[src/rtl/dmem_store_buffer.sv]
// Posted-write buffer between the core data port and a single-port data memory.
// Stores queue in a circular FIFO and drain in non-load cycles; loads forward the youngest match.
module dmem_store_buffer #(
  parameter int DEPTH  = 4,
  parameter int DATA_W = 32,
  parameter int ADDR_W = 32
) (
  input  logic              clk,
  input  logic              reset,
  input  logic              cpu_we,
  input  logic              cpu_re,
  input  logic [ADDR_W-1:0] cpu_addr,
  input  logic [DATA_W-1:0] cpu_wdata,
  output logic [DATA_W-1:0] cpu_rdata,
  output logic              cpu_stall,
  output logic              mem_we,
  output logic [ADDR_W-1:0] mem_addr,
  output logic [DATA_W-1:0] mem_wdata,
  input  logic [DATA_W-1:0] mem_rdata,
  output logic              empty
);

  localparam int PW = $clog2(DEPTH);
  localparam int CW = PW + 1;
  localparam int WW = ADDR_W - 2;

  logic [WW-1:0]     waddr_q [DEPTH];
  logic [DATA_W-1:0] data_q  [DEPTH];
  logic [PW-1:0]     head;
  logic [PW-1:0]     tail;
  logic [CW-1:0]     count;

  logic              load;
  logic              accept;
  logic              drain;
  logic              hit;
  logic [DATA_W-1:0] fwd_data;

  // Handshake: a store (cpu_we) is taken on the rising edge unless cpu_stall is high in
  // that cycle, in which case the core holds cpu_we/cpu_addr/cpu_wdata unchanged; loads never stall.
  assign load      = cpu_re & ~cpu_we;
  assign cpu_stall = cpu_we & (count == CW'(DEPTH));
  assign accept    = cpu_we & ~cpu_stall;
  // Gated by reset so a pending store is never written during the cycle that discards it.
  assign drain     = ~reset & (count != '0) & ~load;
  assign empty     = (count == '0);

  always_comb begin
    mem_we    = 1'b0;
    mem_addr  = cpu_addr;
    mem_wdata = '0;
    if (drain) begin
      mem_we    = 1'b1;
      mem_addr  = {waddr_q[head], 2'b00};
      mem_wdata = data_q[head];
    end
  end

  // Walk oldest to youngest so the last match found is the youngest store.
  always_comb begin
    hit      = 1'b0;
    fwd_data = '0;
    for (int i = 0; i < DEPTH; i++) begin
      if ((i < int'(count)) && (waddr_q[head + PW'(i)] == cpu_addr[ADDR_W-1:2])) begin
        hit      = 1'b1;
        fwd_data = data_q[head + PW'(i)];
      end
    end
  end

  assign cpu_rdata = (load && hit) ? fwd_data : mem_rdata;

  always_ff @(posedge clk) begin
    if (reset) begin
      head  <= '0;
      tail  <= '0;
      count <= '0;
    end else begin
      if (accept) tail <= tail + PW'(1);
      if (drain)  head <= head + PW'(1);
      count <= count + CW'(accept) - CW'(drain);
    end
  end

  always_ff @(posedge clk) begin
    if (accept && !reset) begin
      waddr_q[tail] <= cpu_addr[ADDR_W-1:2];
      data_q[tail]  <= cpu_wdata;
    end
  end

endmodule

[config.mk]
export PLATFORM = sky130hd
export DESIGN_NAME = dmem_store_buffer
export DESIGN_NICKNAME = d
export VERILOG_FILES = /design/src/rtl/dmem_store_buffer.sv
export SDC_FILE = /design/constraint.sdc
export NUM_CORES = 1
export LEC_CHECK = 0
export BUFFER_PORTS_ARGS = -buffer_cell sky130_fd_sc_hd__buf_2
export CORE_MARGIN = 5
export CORE_UTILIZATION = 44
export DETAILED_ROUTE_END_ITERATION = 16
export PLACE_DENSITY = 0.59
export SYNTH_ARGS = -nofsm -noshare
export SYNTH_HDL_FRONTEND = slang
export SYNTH_SLANG_ARGS = --single-unit
[constraint.sdc]
create_clock -name clk -period 3.55 [get_ports clk]
set_input_delay 0.1775 -clock clk [delete_from_list [all_inputs] [get_ports clk]]
set_output_delay 0.1775 -clock clk [all_outputs]
set_load 0.005 [all_outputs]
* After elaboration in Yosys (flattened, before gate mapping)
Memory sizes are Yosys's and may differ from the RTL's. A register that Yosys moved wholly into a read port is not among the register bits.
Index checks and enable logic that the tools add are counted.
** Word-level totals
- Register bits after elaboration :: 7
- Latch bits :: 0
- RAM bits :: 248
- ROM bits :: 0
- Bits of input ports :: 100
- Output and inout bits :: 99
- Word-level logic and storage cells :: 56
- Memories :: 2
** Cells by class
- Add/subtract/negate cells :: 6
- Multiply operators :: 0
- Div/mod/pow operators :: 0
- Magnitude comparators :: 4
- Equal/unequal tests :: 5
- Shift operators :: 0
- Muxes and demuxes :: 18
- Bitwise operators :: 9
- Reduce and logical (&&, ||, !) cells :: 9
** Memory list
- data_q :: words 4, bits a word 32, read ports 4, clocked after Yosys merged registers in 1, wr ports 1, line 28 : logic [DATA_W-1:0] data_q [DEPTH];
- waddr_q :: words 4, bits a word 30, read ports 4, clocked after Yosys merged registers in 1, wr ports 1, line 27 : logic [WW-1:0] waddr_q [DEPTH];
** Operators with widths (number)
- 2-to-1 mux 32 bit :: 7
- == test 30 bit :: 4
- 2-to-1 mux 2 bit :: 4
- 2-to-1 mux 1 bit :: 7
- logical AND 1 bit :: 6
- less-than comparator 1 x 3 -> 1 bit, first input constant :: 2
- less-than comparator 2 x 3 -> 1 bit, first input constant :: 2
- bitwise AND 1 bit :: 5
- adder 2 x 1 -> 2 bit, second input constant :: 2
- adder 2 bit, second input constant :: 2
- NOT 1 bit :: 4
- adder 3 x 1 -> 3 bit :: 1
- == test 3 bit, second input constant :: 1
- zero test 3 bit :: 1
- nonzero test 3 bit :: 1
- subtractor 3 x 1 -> 3 bit :: 1
- zero test 1 bit :: 1

* Longest topological paths before layout
An unclocked memory read counts as a cell.
- Depth in word-level cells :: 9
- Mapped depth :: 16
- Depth with buffers taken out :: 10

* Worst setup path after synthesis
Ideal clock, no wire load.
- Kind :: reg-to-output
- Start :: register head[0]
- End :: output cpu_rdata[11]
- Data arrival time :: 2.921 ns
- Data required time :: 3.372 ns
- Setup slack :: 0.451 ns
- Stages on the path, launching flop included :: 14
- Cells stage by stage :: dfxtp_1 -> buf_6 -> buf_4 -> buf_4 -> mux2i_1 -> o2bb2ai_1 -> o41ai_1 -> nand3_1 -> or4_1 -> clkbuf_2 -> buf_6 -> o32ai_1 -> a311oi_1 -> o2bb2ai_1
** Between the ends
- Word-level cells in the longest chain between the ends :: 9
- Elaborated cells on any way between the ends :: 19
** Ends and longest elaborated chain
- start: declaration :: line 29 : logic [PW-1:0] head;
- start signal: assignment :: line 80 : if (drain) head <= head + PW'(1);
- adder 2 x 1 -> 2 bit :: line 64, 66
- memory (4 x 30 bit)
- == test 30 bit :: line 64 : if ((i < int'(count)) && (waddr_q[head + PW'(i)] == cpu_addr[ADDR_W-1:2])) begin
- logical AND 1 bit :: line 64
- 2-to-1 mux 1 bit (3 in series) :: line 64
- logical AND 1 bit :: line 71 : assign cpu_rdata = (load && hit) ? fwd_data : mem_rdata;
- 2-to-1 mux 32 bit * :: line 71
- end: declaration :: line 14 : output logic [DATA_W-1:0] cpu_rdata,
Every way passes the cells marked *; elsewhere a longest branch is shown, timed or not.

* Worst setup path in the final report
- Start :: register head[0]
- End :: output cpu_rdata[15]
The elaborated chain is that of the path after synthesis.

==> impl_metrics.py <==
metrics = {
    "die": {
        "start_util": 0.4464,
        "num_rows": 75,
        "die_y_um": 216.8,
        "die_w_um": 216.8,
        "pin_count": 199,
        "die-area_um2": 46980,
        "core_um2": 42130,
    },
    "route": {
        "first_iter_violations": 1782,
        "wl_per_cell_um": 27.76,
        "drc_errors": 0,
        "drt-vias-per-instance": 6.636,
        "wl_um": 62890,
        "via_count": 15030,
        "first_pass_iters": 5,
        "ant_nets": 0,
    },
    "final_layout": {
        "layout_common_cells": "edfxtp_1, mux4_2, buf_2, nand2_1, buf_4",
        "stdcell_count": 2265,
        "drive_gt1_frac": 0.4533,
        "utilization": 0.5737,
        "syn_to_final_growth_pct": 28.53,
        "layout_commonest_cell": "edfxtp_1",
        "nets": 1811,
        "nFillCells": 3346,
    },
    "sta": {
        "holdWs_ns": 0.03393,
        "fmax_ghz": 0.2456,
        "worst_pin_slew_ns": 1.125,
        "fin_skew_ns": 0.01648,
        "finalCritPeriodShare": 1.147,
        "setup_viol": 32,
        "slew-limit-headroom": 0.2500,
        "rsz0062_at_grt": "true",
        "drv_slew": 0,
        "hold_viol_final": 0,
        "min_period_ns": 4.071,
        "setup_ws_ns": -0.5214,
    },
    "clock_network": {
        "root_buffer": "clkbuf_16",
        "clockBufferDepth": 3,
        "cts_tree": "yes",
        "cts_buffers": 29,
        "clock-sinks": 257,
        "htree_num_levels": 1,
        "worstSkewPairLatency_ns": 0.58,
        "cts.reportedPaths.clkPinSlew_ns": 0.06,
    },
    "critical_path": {
        "criticalPathCategory": "reg2out",
        "critPathMaxFanout": 7,
        "crit_arrival_ns": 3.89,
        "critPathRequiredTime_ns": 3.37,
        "end_kind": "primary output",
        "start_kind": "register",
    },
    "power": {
        "sequentialPowerShare": 0.323,
        "swShare": 0.3348,
        "power.leakage_uw": 0.007915,
        "switchingPower_uw": 3900,
        "vdd_drop_max_uv": 433.2,
        "internal-power_uw": 7750,
        "p_comb_frac": 0.428,
        "clkPwrFrac": 0.249,
        "powerDensity_nw_per_um2": 482.0,
    },
    "synthesis": {
        "synth_edf_count": 248,
        "ys.flop_type": "edfxtp_1",
        "ys_types": 70,
        "synthCells": 1400,
        "synth_xor_area_frac": 0.04703,
        "ys_ff_latch": 257,
        "synth-compound-area-share": 0.1265,
        "yosys.area_share.simple": 0.06460,
        "synth_fa_ha_area_frac": 0.006386,
        "avgSynthCellArea_um2": 13.43,
        "yosysWarningCount": 0,
        "async_reset_ff_frac": 0,
        "synth.area.mux_share": 0.3037,
        "synth_nets": 1509,
        "synth_seq_area_share": 0.4055,
        "synth_area_um2": 18810,
        "synth_top_family_by_area": "multiplexers",
    },
    "global_routing": {
        "grt_max_degree": 69,
        "first_global_vias": 15210,
        "grt_pass1_wl_um": 94960,
        "overflow": 0,
        "antenna_found_initial": 1,
        "grt_usage": 0.2590,
    },
    "status": {
        "failed_checks": "negative setup slack",
        "status": "finished, violations left",
    },
    "worst_hold_path": {
        "hold_path_class": "in2reg",
    },
    "job": {
        "maxCapViolCount": 0,
    },
    "place": {
        "pre_cts_slack_ns": -0.4230,
        "hpwl_um": 41560,
        "gp_congestion": 0.9461,
        "dp_cells": 2110,
        "io_buffers": 198,
    },
}
## path summary, 6_finish.rpt
path / to / slack (ns) / from / cells past startpoint
hold / removal: waddr_q[2][18]$_DFFE_PP_ / 0.03 / cpu_addr[20] / 1
hold reg to reg: tail[1]$_SDFFE_PP0P_ / 0.57 / tail[1]$_SDFFE_PP0P_ / 2
setup reg to reg: data_q[2][29]$_DFFE_PP_ / 1.28 / count[1]$_SDFF_PP0_ / 7
setup / recovery: cpu_rdata[15] / -0.52 / head[0]$_SDFFE_PP0P_ / 12
## what timing repair did
action	CTS	global route
gates cloned	7	3
gates resized for setup	103	50
hold buffers	58	0
hold endpoints to repair	237	0
setup endpoints to repair	32	32
pin swaps	25	9
setup buffers	27	5
## per-stage QoR
step	setup TNS, ns	power (uW)	area [um2]
6_report	-15.50	11650	24170
5_1_grt	-19.10	12180	24170
3_3_place_gp	-7.397	8347	21220
3_5_place_dp	-8.995	8382	21220
2_1_floorplan	0	6940	18810
4_1_cts	-15.25	11650	23740
## flip-flops by register name, summed over array words and instances (netlist names), named ones only
register / cells
data_q: 128
tail: 2
count: 3
waddr_q: 120
head: 2
## power groups by stage
stage               registers [uW]  clock network, uW  logic, uW
finish                        3770               2900       4990
global route                  3790               3090       5300
CTS                           3760               2960       4920
detailed placement            3840                  0       4540
global placement              3820                  0       4520
floorplan                     3730                  0       3210
## Yosys cell counts (all sizes together), types with 3 or more instances
master     n  area, um2
edfxtp   248       7447
mux4     212       4797
nand2    148      555.5
clkbuf    98      372.9
xnor2     78      683.2
mux2i     71      723.2
buf       66      414.2
a311oi    65      569.3
and2      39      244.0
o2bb2ai   34      347.8
o32ai     34      297.8
o31ai     33      247.7
o31a      32      280.3
nor2      24      90.09
o21ai     24      120.1
xor2      23      201.4
inv       22      82.58
mux2      17      191.4
nand4     14      87.58
a21oi     11      55.05
dfxtp      9      180.2
ha         8      100.1
nor4       7      65.06
a2111oi    6      58.80
a22oi      6      45.04
o221ai     6      58.80
o22ai      6      37.54
nand2b     5      31.28
nor3       5      25.02
a221oi     4      35.03
a31oi      4      31.28
o2111ai    4      35.03
o211ai     4      30.03
a211oi     3      22.52
and3       3      18.77
nand3      3      15.01
nor2b      3      18.77
## metal layers
| metal | vias to the layer above | global-route usage | routed length, um |
|---|---|---|---|
| li1 | 6408 | - | - |
| met1 | 7656 | 0.3559 | 24580 |
| met2 | 842 | 0.4315 | 30790 |
| met3 | 124 | 0.04155 | 5610 |
| met4 | 0 | 0.07399 | 1905 |
| met5 | - | 0 | 0 |
## cell families after synthesis
logic type | after synthesis
flops | 257
xor+xnor | 101
buf+inv | 186
compound gates | 288
fa+ha+maj | 9
simple gates | 259
mux | 300
## critical path, cell delays in order (launching register included)
cell and delay, ns:
dfxtp_4 0.44, buf_12 0.16, buf_4 0.18, mux2i_4 0.25, nor2_1 0.11, or4b_2 0.67
a211oi_2 0.28, and4_4 0.31, a31oi_4 0.11, buf_12 0.25, a311oi_4 0.31, o2bb2ai_1 0.10
buf_2 0.13
## final cells by class
class                           count  area, um2  share of cell area
Antenna cell                        1      2.502           0.0001035
Clock inverter                     20      171.4            0.007091
Timing Repair Buffer              434       3617              0.1496
Sequential cell                   257       7642              0.3161
Inverter                           22      82.58            0.003416
Multi-Input combinational cell    958      11240              0.4649
Clock buffer                       34      744.5             0.03080
Tap cell                          539      674.4             0.02790
Power figures use the tool's default switching activity.
